`config.mk`:
```
export PLATFORM = sky130hd
export DESIGN_NAME = imem_fetch
export DESIGN_NICKNAME = d
export VERILOG_FILES = /design/src/rtl/imem_fetch.sv
export SDC_FILE = /design/constraint.sdc
export NUM_CORES = 1
export LEC_CHECK = 0
export ABC_AREA = 1
export ABC_CLOCK_PERIOD_IN_PS = 2000
export BUFFER_PORTS_ARGS = -buffer_cell sky130_fd_sc_hd__buf_2
export CORE_MARGIN = 4
export CORE_UTILIZATION = 50
export DETAILED_ROUTE_END_ITERATION = 10
export GPL_TIMING_DRIVEN = 0
export PLACE_DENSITY = 0.77
export SKIP_LAST_GASP = 1
export SYNTH_ARGS = -nofsm -noshare
export SYNTH_HDL_FRONTEND = slang
export SYNTH_SLANG_ARGS = --single-unit
```
`constraint.sdc`:
```
create_clock -name clk -period 2 [get_ports clk]
set_input_delay 0.4 -clock clk [delete_from_list [all_inputs] [get_ports clk]]
set_output_delay 0.4 -clock clk [all_outputs]
set_load 0.05 [all_outputs]
```
`src/rtl/imem_fetch.sv`:
```
// imem_fetch: 256-entry instruction store, registered read, 3-deep response FIFO.
// Define IMEM_LOAD_EN to add the wr_en/wr_addr/wr_data program-load port.
module imem_fetch #(
  parameter int    IW        = 8,
  parameter string INIT_FILE = ""
) (
  input  logic          clk,
  input  logic          rst_n,
  input  logic          req_valid,
  input  logic [7:0]    req_addr,
  output logic          req_ready,
  output logic          rsp_valid,
  output logic [7:0]    rsp_addr,
  output logic [IW-1:0] rsp_data,
  input  logic          rsp_ready,
`ifdef IMEM_LOAD_EN
  input  logic          wr_en,
  input  logic [7:0]    wr_addr,
  input  logic [IW-1:0] wr_data,
`endif
  input  logic          flush
);

  logic [IW-1:0] mem [0:255];

`ifdef IMEM_LOAD_EN
  // Not gated by reset or flush: program load must work at any time.
  always_ff @(posedge clk) begin
    if (wr_en) mem[wr_addr] <= wr_data;
  end
`endif

  logic          s1_valid_q, s1_valid_d;
  logic [7:0]    s1_addr_q, s1_addr_d;
  logic [IW-1:0] s1_data_q, s1_data_d;
  logic [1:0]    count_q, count_d;
  logic [1:0]    wr_ptr_q, wr_ptr_d;
  logic [1:0]    rd_ptr_q, rd_ptr_d;
  logic [7:0]    fifo_addr_q [0:2];
  logic [7:0]    fifo_addr_d [0:2];
  logic [IW-1:0] fifo_data_q [0:2];
  logic [IW-1:0] fifo_data_d [0:2];

  logic       accept;
  logic       push;
  logic       pop;
  logic [2:0] occ;

  function automatic logic [1:0] ptr_inc(input logic [1:0] p);
    return (p == 2'd2) ? 2'd0 : p + 2'd1;
  endfunction

  // Occupancy from current state only; a same-cycle pop does not help.
  assign occ       = {2'b00, s1_valid_q} + {1'b0, count_q};
  assign req_ready = rst_n && !flush && (occ < 3'd3);
  assign accept    = req_valid && req_ready;
  assign push      = s1_valid_q && !flush;
  assign rsp_valid = (count_q != 2'd0);
  assign pop       = rsp_valid && rsp_ready;
  assign rsp_addr  = rsp_valid ? fifo_addr_q[rd_ptr_q] : '0;
  assign rsp_data  = rsp_valid ? fifo_data_q[rd_ptr_q] : '0;

  always_comb begin
    s1_valid_d = accept;
    s1_addr_d  = s1_addr_q;
    s1_data_d  = s1_data_q;
    if (accept) begin
      s1_addr_d = req_addr;
      s1_data_d = mem[req_addr];
    end
  end

  always_comb begin
    count_d     = count_q;
    wr_ptr_d    = wr_ptr_q;
    rd_ptr_d    = rd_ptr_q;
    fifo_addr_d = fifo_addr_q;
    fifo_data_d = fifo_data_q;
    if (flush) begin
      count_d  = 2'd0;
      wr_ptr_d = 2'd0;
      rd_ptr_d = 2'd0;
    end else begin
      if (push) begin
        fifo_addr_d[wr_ptr_q] = s1_addr_q;
        fifo_data_d[wr_ptr_q] = s1_data_q;
        wr_ptr_d = ptr_inc(wr_ptr_q);
      end
      if (pop) rd_ptr_d = ptr_inc(rd_ptr_q);
      if (push && !pop) count_d = count_q + 2'd1;
      if (pop && !push) count_d = count_q - 2'd1;
    end
  end

  always_ff @(posedge clk) begin
    if (!rst_n) begin
      s1_valid_q <= 1'b0;
      s1_addr_q  <= '0;
      s1_data_q  <= '0;
      count_q    <= 2'd0;
      wr_ptr_q   <= 2'd0;
      rd_ptr_q   <= 2'd0;
    end else begin
      s1_valid_q <= s1_valid_d;
      s1_addr_q  <= s1_addr_d;
      s1_data_q  <= s1_data_d;
      count_q    <= count_d;
      wr_ptr_q   <= wr_ptr_d;
      rd_ptr_q   <= rd_ptr_d;
    end
  end

  always_ff @(posedge clk) begin
    fifo_addr_q <= fifo_addr_d;
    fifo_data_q <= fifo_data_d;
  end

endmodule

```
### Yosys cells after proc, flatten, opt, wreduce, memory -nomap -nowiden

Index checks and enable logic that the tools add are counted.

* multiplexer cells: 16
* bitwise gates (word level): 4
* add/sub/neg operators: 5
* eq/ne operators: 2
* magnitude comparators: 4
* reductions and logical operators: 15

Operators by type and width (count)
* $mux W8: 7
* $bwmux W24: 2
* $bmux W8 S2: 2
* $demux W8 S2: 1
* $logic_and A1 B1 Y1: 8
* $mux W2: 4
* $add A2 B1 Y2 const B: 3
* $ge A3 B3 Y1 const B: 2
* $not A2 Y3: 2
* $eq A2 B2 Y1 const B: 2
* $reduce_bool A2 Y1: 2
* $add A1 B2 Y3: 1
* $logic_not A1 Y1: 3
* $lt A3 B1 Y1 const B: 1
* $lt A3 B2 Y1 const B: 1
* $not A1 Y1: 2
* $reduce_and A2 Y1: 1
* $reduce_or A2 Y1: 1
* $sub A2 B1 Y2 const B: 1

* bits in registers: 71
* output and inout port bits: 18

### Logic depth before layout (Yosys ltp)

Gate-level depths: netlist (run 1).

* word-level depth: 6
* depth in mapped cells: 10
* depth with buffers taken out: 10

### Least setup slack after synthesis (run 1)

OpenSTA, ideal clock, no wires.

* path type: input to register
* start point: input port flush
* end point: register fifo_addr_q[10] in the netlist's numbering (enable)
* path buffers: 0
* data arrival time: 1497 ps
* required time: 1676 ps
* setup slack: 179 ps
* cell stages on the path: 5
* cell sequence: inv_1 -> nand2_1 -> inv_1 -> nand2_1 -> inv_1

* word-level cells in the longest chain between the ends: 3
* elaborated cells on any way between the ends: 4

Ends and longest elaborated chain
* start: declaration: line 21 `input logic flush`
* $logic_not A1 Y1: line 57 `assign push = s1_valid_q && !flush;`
* $logic_and A1 B1 Y1: line 57
* named net push: line 45 `logic push;`
* $reduce_and A2 Y1 (no line)
* end signal: assignment: line 114 `fifo_addr_q <= fifo_addr_d;`
* end: declaration: line 39 `logic [7:0] fifo_addr_q [0:2];`

The timed path passes the listed nets, and every way through them passes these cells.
A chain may end at the register's enable or synchronous reset.

### Worst setup path after layout (run 1)

* start point: register rd_ptr_q[0]
* end point: output port rsp_addr[3]

* word-level cells in the longest chain between the ends: 5

Ends and longest elaborated chain
* start: declaration: line 38 `logic [1:0] rd_ptr_q, rd_ptr_d;`
* start signal: assignment: line 109 `rd_ptr_q <= rd_ptr_d;`
* $not A2 Y3 (not written as such): line 60 `assign rsp_addr = rsp_valid ? fifo_addr_q[rd_ptr_q] : '0;`
* $bmux W8 S2: line 60
* $mux W8 (not written as such) (2 in a row): line 60
* $mux W8: line 60
* end: declaration: line 13 `output logic [7:0] rsp_addr,`

No other way between the ends. The select of a mux whose other input is x is not followed.

==> key figures, run 1 <==
CTS
  • CTS tree: yes
  • Skew-Pair Late Insertion Delay: 0.35 ns
  • Clock Sinks: 63
  • Clock buffer depth: 2
  • CTS Buf Count: 9
  • Hold Buf Count CTS: 0
  • Root buffer cell: clkbuf_8
  • Reg clk slew, reported paths: 0.07 ns
  • Htree depth: 3

Drt
  • Drt initial violations: 107
  • DRT Pass-1 Iters: 4
  • WL/cell: 12.2 µm
  • Final wirelength: 5.26 mm
  • Vias per cell: 4.67
  • Residual DRC: 0
  • Final ANT Viol Nets: 0
  • Via count: 2,018

STA
  • Worst clock skew: 0.00437 ns
  • Fmax: 513 MHz
  • Final setup fails: 0
  • Worst slew pin tran: 0.726 ns
  • Final hold violation count: 0
  • RSZ-0062 raised after global routing: yes
  • Worst Setup Slack, final: 0.0494 ns
  • Max Slew Vio Count: 0
  • Period utilisation layout: 97.5%
  • Slew Limit Headroom: 51.5%
  • Minimum clock period: 1.95 ns
  • Final TNS setup: 0 ns
  • Final hold slack: 0.337 ns

Outcome
  • Run status: completed

Pwr
  • Sequential share of power: 56.4%
  • Leakage: 1.58 nW
  • Max IR drop VDD: 0.590 mV
  • Pwr per Cell Area: 721 nW/µm²
  • Switch Pwr: 0.611 mW
  • Clock Power Share: 38.9%
  • P_int: 1.92 mW
  • Switching share of power: 24.1%
  • Proportion of power drawn by combinational gates: 4.6%
  • Total power: 2.53 mW

Yosys
  • Post-synthesis mux area share: 0%
  • Syn Area/Cell: 9.22 µm²
  • Mapped Cells: 305
  • Syn_nets: 321
  • Xor-xnor portion of the synthesized cell area: 0%
  • Yosys warns: 0
  • Adder-cell area share of the yosys netlist: 1.33%
  • Post-Synthesis Cell Area: 2810 µm²
  • Post-synth cell types: 19
  • Synthesized flop and latch total: 63
  • Sequential area share after synthesis: 61.9%
  • Simple-Gate Fraction of Synth Area: 23.3%
  • Main combinational cell family by area after synthesis: simple AND/OR/NAND/NOR gates
  • Compound-gate portion of the synthesized area: 3.02%

Floorplanning
  • Cell Rows: 27
  • Core ar.: 5470 µm²
  • Number of placed I/O pins: 31
  • Die Span Y: 83 µm
  • Initial Utilization: 51.4%
  • Die area: 6890 µm²
  • Die X: 83 µm

Worst setup path
  • Crit-path max FO: 5
  • FF-to-FF Start: s1_valid_q$_SDFF_PN0_
  • R2R setup slack: 0.21 ns
  • Critical Path Sink Type: output pin
  • Startpoint Class: register
  • Reg-to-Reg End: fifo_addr_q[12]$_DFFE_PP_
  • Kind of critical path: reg -> out
  • Critical path arrival: 1.55 ns
  • Worst endpoint required time: 1.60 ns
  • Crit path from: rd_ptr_q[0]$_SDFFE_PP0P_
  • Worst reg2reg path depth: 4
  • Critical Path End: rsp_addr[3]

Min path
  • Hold crit path type: in -> reg
  • Hold depth: 3

Final layout
  • Layout cells sized above 1: 25.6%
  • Fillers: 441
  • # nets final: 371
  • Post-route insts no fill: 432
  • Post-layout util: 64.2%
  • Non-Filler Cell Area, Final: 3520 µm²
  • N_diodes: 0
  • Multi-input combinational cell area: 831 µm²
  • Area growth, synth to finish: 25.0%
  • Register area: 1750 µm²

Global route
  • Number of global-route vias before repair: 1,889
  • Met3 Use GR: 6.35%
  • Met1 usage: 17.5%
  • Met2 Usage GRT: 26.6%
  • Largest net degree at the start of global routing: 27
  • Overall routing resource usage: 15.4%
  • GRT overflow: 0
  • Gr busiest metal: met2
  • Antenna violations before repair: 0
  • First-pass GRT wire length: 8.30 mm

Placement
  • Placed instance area: 3040 µm²
  • Global placer's final weighted congestion: 0.771
  • IO buf count: 28
  • DP HPWL: 3.28 mm
  • Pre-CTS setup slack: -0.340 ns
  • Placed cell count: 405

Run
  • Max_cap viols: 0
## kinds of logic (layout without fill, tap and decap cells)
family | Yosys count | count (layout)
AO/OA/AOI/OAI | 17 | 17
adder cells (fa/ha/maj) | 3 | 3
buffers and inverters | 69 | 124
flip-flops | 63 | 63
AND/OR/NAND/NOR | 153 | 153
## how the worst min path moves through the flow
stage,slack [ns],startpoint,end
global placement,0.46,s1_addr_q[2]$_SDFFE_PN0P_,fifo_addr_q[18]$_DFFE_PP_
CTS,0.33,rst_n,s1_addr_q[1]$_SDFFE_PN0P_
global route,0.32,rst_n,s1_addr_q[2]$_SDFFE_PN0P_
floorplan,0.44,s1_addr_q[0]$_SDFFE_PN0P_,fifo_addr_q[0]$_DFFE_PP_
finish,0.34,rst_n,s1_addr_q[2]$_SDFFE_PN0P_
detailed placement,0.46,s1_addr_q[3]$_SDFFE_PN0P_,fifo_addr_q[11]$_DFFE_PP_
## flip-flops by register name (all words and copies together) (netlist names)
signal and cells:
count_q 2, fifo_addr_q 24, fifo_data_q 24, rd_ptr_q 2, s1_addr_q 8, s1_valid_q 1, wr_ptr_q 2
## Yosys cell counts, drive strengths merged
cell type / n / area, µm²
nand2: 85 / 327
inv: 61 / 229
edfxtp: 48 / 1440
nor2: 42 / 196
nand3: 25 / 125
dfxtp: 15 / 300
a21oi: 14 / 70.1
buf: 8 / 63.8
ha: 3 / 37.5
o21ai: 3 / 15.0
nor3b: 1 / 7.51
## layout make-up
class                      count  area share (%)
multi-input combinational    173            23.6
tap                           72            2.56
sequential                    63            49.8
clock buffer                   9            3.52
clock inverter                 7            1.64
timing repair buffer          40            10.5
inverter                      61            6.69
buffer                         7            1.67
## critical path: stages (launching register included)
cell,delay (ns)
dfxtp_4,0.39
inv_4,0.04
nor2_4,0.19
buf_6,0.17
nand2_1,0.08
nand3_2,0.07
nand2_2,0.06
inv_2,0.06
buf_8,0.13
## placed cells by master, fill, tap and decap left out
cell	instances
nand2_1	78
inv_1	55
edfxtp_1	48
nor2_1	36
nand3_1	20
buf_6	19
a21oi_1	14
buf_2	13
buf_4	11
dfxtp_1	11
clkbuf_8	9
nand3_2	5
nand2_2	5
clkinvlp_4	4
inv_2	4
nor2_4	3
buf_8	3
nand2_4	2
nor2_2	2
o21ai_0	2
ha_1	2
inv_6	2
clkinv_4	2
dfxtp_2	2
dfxtp_4	2
inv_4	1
nor2_8	1
nor3b_1	1
o21ai_1	1
ha_2	1
buf_12	1
## power by group through the flow
| stage | clock network [mW] | registers, mW | logic [mW] |
|---|---|---|---|
| floorplan | 0 | 1.46 | 0.0787 |
| global placement | 0 | 1.46 | 0.103 |
| detailed placement | 0 | 1.46 | 0.105 |
| CTS | 1.00 | 1.43 | 0.111 |
| global route | 1.08 | 1.43 | 0.133 |
| finish | 0.987 | 1.43 | 0.118 |
## metal layers
layer  vias to the layer above  wire [µm]
li1                       1052          -
met1                       901       2170
met2                        53       2670
met3                        12        339
met4                         0         85
met5                         -          0
## what timing repair did
item | 4_1_cts | 5_1_grt
gates resized for setup | 23 | 50
endpoints found under the setup margin | 34 | 17
setup buffers | 6 | 4
pin swaps | 3 | 10
gates cloned | 0 | 2
Note: power is estimated with default switching activity, not from simulation.
==> run 2, diff against run 1 <==
Settings changed: ABC_CLOCK_PERIOD_IN_PS 2000 to 1920.
Clock period 2 ns to 1.92 ns, I/O delays scaled along.
==> run 2 against run 1 <==
Effect of this change:
- the run now ends with negative setup slack left
- power is 4.3% higher
- first-iteration DRC count shrank 3.7%
- sequential power is 4% higher
- non-clock buffer count increased by 4
==> key figures, run 2 (synthesis results as in run 1) <==
Outcome
  • Run status: finished, violations left
  • Failing checks: negative setup slack

Placement
  • Global placer's final weighted congestion: 0.771
  • IO buf count: 28
  • DP HPWL: 3.28 mm

Min path
  • Hold_sp: rst_n
  • Hold depth: 3
  • Hold crit path type: in -> reg

Floorplanning
  • Number of placed I/O pins: 31
  • Die area: 6890 µm²
  • Cell Rows: 27
  • Die Span Y: 83 µm
  • Die X: 83 µm
  • Initial Utilization: 51.4%
  • Core ar.: 5470 µm²

Final layout
  • Area growth, synth to finish: 29.8%
  • Most frequent cells in the layout: 65 x nand2_1, 52 x inv_1, 48 x edfxtp_1, 36 x nor2_1, 18 x buf_6
  • N_diodes: 0
  • # nets final: 376
  • Fillers: 426
  • Most common cell after layout, fill and taps aside: nand2_1
  • Largest regs: fifo_addr_q x24, fifo_data_q x24, s1_addr_q x8
  • Layout cells sized above 1: 32.9%

Pwr
  • Proportion of power drawn by combinational gates: 4.8%
  • Switch Pwr: 0.637 mW
  • Sequential share of power: 56.4%
  • Total power: 2.64 mW
  • P_int: 2.01 mW
  • Max IR drop VDD: 0.583 mV
  • Pwr per Cell Area: 724 nW/µm²
  • Clock Power Share: 38.8%
  • Switching share of power: 24.1%
  • Leakage: 1.66 nW

Worst setup path
  • Crit path from: count_q[0]$_SDFFE_PP0P_
  • Critical Path Sink Type: output pin
  • Critical path arrival: 1.54 ns
  • Kind of critical path: reg -> out
  • FF-to-FF Start: count_q[0]$_SDFFE_PP0P_
  • Startpoint Class: register
  • Worst reg2reg path depth: 10
  • Crit-path max FO: 3
  • Worst endpoint required time: 1.54 ns

Drt
  • Final ANT Viol Nets: 0
  • Via count: 2,058
  • DRT Pass-1 Iters: 4
  • WL/cell: 12.7 µm
  • Final wirelength: 5.55 mm
  • Residual DRC: 0
  • Drt initial violations: 103
  • Vias per cell: 4.71

Global route
  • Antenna violations before repair: 0
  • GRT overflow: 0
  • Overall routing resource usage: 16.2%
  • Number of global-route vias before repair: 1,983
  • First-pass GRT wire length: 8.71 mm
  • Largest net degree at the start of global routing: 27

STA
  • Final hold slack: 0.326 ns
  • Minimum clock period: 1.93 ns
  • Period utilisation layout: 100%
  • Worst slew pin tran: 0.672 ns
  • RSZ-0062 raised after global routing: yes
  • Final setup fails: 1
  • Max Slew Vio Count: 0
  • Slew Limit Headroom: 55.0%
  • Worst clock skew: 0.00541 ns
  • Final hold violation count: 0
  • Fmax: 519 MHz
  • Worst Setup Slack, final: -0.00665 ns

Run
  • Max_cap viols: 0

CTS
  • Hold Buf Count CTS: 0
  • Skew-Pair Late Insertion Delay: 0.34 ns
  • CTS tree: yes
  • CTS Buf Count: 9
  • Clock buffer depth: 2
  • Root buffer cell: clkbuf_8
  • Reg clk slew, reported paths: 0.08 ns
  • Htree depth: 3
  • Clock Sinks: 63
==> run 2: power by group through the flow <==
stage / clock network [mW] / logic, mW / registers, mW
floorplan: 0 / 0.0820 / 1.52
global placement: 0 / 0.107 / 1.52
detailed placement: 0 / 0.109 / 1.52
CTS: 1.04 / 0.119 / 1.49
global route: 1.12 / 0.142 / 1.49
finish: 1.03 / 0.126 / 1.49
==> run 2: repair_timing <==
action / CTS / global route
buffers inserted: 11 / 3
cloned: 1 / 2
pin swaps: 6 / 13
endpoints found under the setup margin: 34 / 25
gates resized for setup: 43 / 57
endpoints found under the hold margin: 0 / 0
==> run 2: final timing paths <==
check / endpoint / slack, ns
setup / recovery: req_ready / -0.007
hold / removal: s1_addr_q[2]$_SDFFE_PN0P_ / 0.33
setup reg to reg: s1_addr_q[1]$_SDFFE_PN0P_ / 0.27
hold reg to reg: fifo_addr_q[21]$_DFFE_PP_ / 0.48
==> run 2: layer usage <==
layer  part of all wire [%]  up-vias  track usage, %
met4                    2.1        0            6.39
met1                     41      920            18.2
met5                      0        -               0
li1                       -     1063               -
met2                     51       66            27.4
met3                    6.2        9            6.45
==> run 2: worst max-delay path: stages (launching register included) <==
cell	delay, ns
dfxtp_2	0.34
ha_2	0.16
ha_1	0.26
nand2_1	0.07
nand2_2	0.10
nor2_8	0.12
buf_8	0.15
==> run 2: layout make-up <==
type	count	area [µm²]	area share, %
flip-flops and latches	63	1750	48.0
multi-input cells	173	903	24.7
repair buffers	44	424	11.6
inverters	61	238	6.51
clock buffers	9	124	3.39
well taps	72	90.1	2.47
plain buffers	7	58.8	1.61
clock inverters	7	57.6	1.58
repair inverters	1	5.00	0.137
==> run 2: stage by stage <==
| stage | cells | setup slack [ns] | util [%] | area [µm²] | setup TNS [ns] |
|---|---|---|---|---|---|
| 3_5_place_dp | 405 | -0.404 | 55.6 | 3040 | -6.42 |
| 6_report | 437 | -0.00665 | 66.7 | 3650 | -0.00665 |
| 4_1_cts | 432 | -0.0769 | 62.9 | 3440 | -0.0769 |
| 2_1_floorplan | 305 | 0.115 | - | 2810 | 0 |
| 5_1_grt | 437 | -0.0852 | 66.7 | 3650 | -1.00 |
| 3_3_place_gp | 405 | -0.398 | 55.6 | 3040 | -6.30 |
==> run 3, diff against run 2 <==
Settings changed: ABC_CLOCK_PERIOD_IN_PS 1920 to 1800, CELL_PAD_IN_SITES_DETAIL_PLACEMENT from default to 0, CELL_PAD_IN_SITES_GLOBAL_PLACEMENT from default to 1, CORE_UTILIZATION 50 to 44, PLACE_DENSITY 0.77 to 0.85.
Clock period 1.92 ns to 1.8 ns, I/O delays scaled along.
==> run 3 against run 2 <==
Effect of this change:
- the flow still finishes with violations (negative setup slack)
- flip-flop and latch count unchanged
- clock-buffer cell count is 2 higher
- die area is 12% higher
- worst hold slack worse by 0.019 ns
- first-iteration DRC count grew 0.97%
- critical path depth grew 2
- combinational power up 10%
- critical endpoint is now rsp_addr[2]
- cell count rose by 0.92%
- routed wire length rose by 3.5%
- cell area grew 1.3%
- highest routed layer unchanged
==> key figures, run 3 (synthesis results as in run 1) <==
Placement
  • Placed instance area: 3050 µm²
  • Placed cell count: 408
  • Global placer's final weighted congestion: 0.712
  • DP HPWL: 3.50 mm
  • IO buf count: 28

CTS
  • Clock buffer depth: 2
  • Htree depth: 3
  • CTS tree: yes
  • Skew-Pair Late Insertion Delay: 0.34 ns
  • Clock Sinks: 63
  • Reg clk slew, reported paths: 0.07 ns
  • Root buffer cell: clkbuf_8
  • CTS Buf Count: 9
  • Hold Buf Count CTS: 0

Outcome
  • Failing checks: negative setup slack
  • Run status: finished, violations left

Worst setup path
  • Worst endpoint required time: 1.44 ns
  • Max incr delay on CP: 0.39 ns
  • Kind of critical path: reg -> out
  • Startpoint Class: register
  • FF-to-FF Start: s1_valid_q$_SDFF_PN0_
  • Critical path depth in cells: 8
  • Critical Path End: rsp_addr[2]
  • CP delay by family, top: buffers and inverters
  • Crit-path max FO: 8
  • Critical Path Sink Type: output pin
  • R2R setup slack: 0.18 ns
  • Critical path arrival: 1.55 ns
  • Reg-to-Reg End: fifo_data_q[10]$_DFFE_PP_
  • Worst reg2reg path depth: 2
  • Worst path cell trace: inv_4, nor2_4, buf_6, nand2_1, nand3_1, nand2_1, inv_2, buf_8
  • Most frequent CP cell: nand2_1
  • CP Buf/Inv Count: 4
  • Worst path slowest cell: dfxtp_4
  • Crit path from: rd_ptr_q[1]$_SDFFE_PP0P_

STA
  • Worst slew pin tran: 0.735 ns
  • Period utilisation layout: 106%
  • Max Slew Vio Count: 0
  • Worst Setup Slack, final: -0.109 ns
  • Minimum clock period: 1.91 ns
  • Fmax: 524 MHz
  • Final TNS setup: -1.24 ns
  • Final setup fails: 17
  • RSZ-0062 raised after global routing: yes
  • Worst clock skew: 0.00858 ns
  • Slew Limit Headroom: 50.8%
  • Final hold violation count: 0

Drt
  • Final wirelength: 5.74 mm
  • DRT Pass-1 Iters: 4
  • Drt initial violations: 104
  • Final ANT Viol Nets: 0
  • Vias per cell: 4.67
  • WL/cell: 13.0 µm
  • Residual DRC: 0
  • Via count: 2,058

Final layout
  • Area growth, synth to finish: 31.5%
  • Layout cells sized above 1: 31.7%
  • Most common cell after layout, fill and taps aside: nand2_1
  • Fillers: 514
  • Post-route insts no fill: 441
  • # nets final: 377
  • Non-Filler Cell Area, Final: 3700 µm²
  • Post-layout util: 61.0%
  • N_diodes: 0
  • Largest regs: fifo_addr_q x24, fifo_data_q x24, s1_addr_q x8
  • Most frequent cells in the layout: 71 x nand2_1, 51 x inv_1, 48 x edfxtp_1, 36 x nor2_1, 18 x buf_4

Floorplanning
  • Die Span Y: 88.0 µm
  • Number of placed I/O pins: 31
  • Initial Utilization: 46.4%
  • Die area: 7740 µm²
  • Die X: 88.0 µm
  • Core ar.: 6060 µm²
  • Cell Rows: 28

Global route
  • Number of global-route vias before repair: 1,929
  • Largest net degree at the start of global routing: 14
  • GRT overflow: 0
  • Overall routing resource usage: 16.3%
  • Antenna violations before repair: 0
  • First-pass GRT wire length: 9.20 mm

Min path
  • Hold depth: 3
  • Hold crit path type: in -> reg

Pwr
  • Leakage: 1.68 nW
  • Max IR drop VDD: 0.529 mV
  • Total power: 3.11 mW
  • Pwr per Cell Area: 839 nW/µm²

Run
  • Max_cap viols: 0
[run 3: tightest hold or removal path, delay by kind of cell]
family	cells	cell delay, ns
AND/OR/NAND/NOR	2	0.10
buffers and inverters	1	0.15
[run 3: layer usage]
layer | wire length (µm) | share of wire, % | vias to the layer above | GRT usage (%)
li1 | - | - | 1068 | -
met1 | 2550 | 44 | 946 | 19.2
met2 | 2870 | 50 | 38 | 28.1
met3 | 238 | 4.1 | 6 | 4.14
met4 | 84 | 1.5 | 0 | 6.97
met5 | 0 | 0 | - | 0
[run 3: how the worst min path moves through the flow]
stage	from	end	slack, ns
after floorplan	s1_addr_q[0]$_SDFFE_PN0P_	fifo_addr_q[0]$_DFFE_PP_	0.44
after global placement	s1_addr_q[4]$_SDFFE_PN0P_	fifo_addr_q[20]$_DFFE_PP_	0.46
after detailed placement	s1_addr_q[2]$_SDFFE_PN0P_	fifo_addr_q[2]$_DFFE_PP_	0.47
after CTS	rst_n	s1_addr_q[5]$_SDFFE_PN0P_	0.29
after global routing	rst_n	s1_addr_q[5]$_SDFFE_PN0P_	0.30
final	rst_n	s1_addr_q[1]$_SDFFE_PN0P_	0.31
[run 3: power by group]
part | internal (mW) | switching [mW] | total [mW]
Clock | 0.812 | 0.564 | 1.38
Sequential | 1.57 | 0.0164 | 1.59
Combinational | 0.0559 | 0.0831 | 0.139
[run 3: layout make-up]
class	instances	area (µm²)	area share (%)
Multi-Input combinational cell	173	911	24.6
Clock buffer	11	174	4.70
Timing Repair Buffer	45	404	10.9
Timing Repair inverter	1	5.00	0.135
Inverter	61	241	6.53
Tap cell	75	93.8	2.54
Buffer	7	55.1	1.49
Sequential cell	63	1760	47.4
Clock inverter	5	60.1	1.62
[run 3: repair_timing]
action | in CTS | in global routing
endpoints found under the hold margin | 0 | 0
resized for setup | 63 | 31
setup endpoints to repair | 34 | 26
pin swaps | 10 | 5
gates cloned | 2 | 1
buffers inserted | 10 | 5
[run 3: per-stage QoR]
stage / setup slack, ns / hold WS, ns
2_1_floorplan: 0.0190 / 0.444
3_3_place_gp: -0.509 / 0.457
3_5_place_dp: -0.571 / 0.473
4_1_cts: -0.125 / 0.291
5_1_grt: -0.194 / 0.297
6_report: -0.109 / 0.307
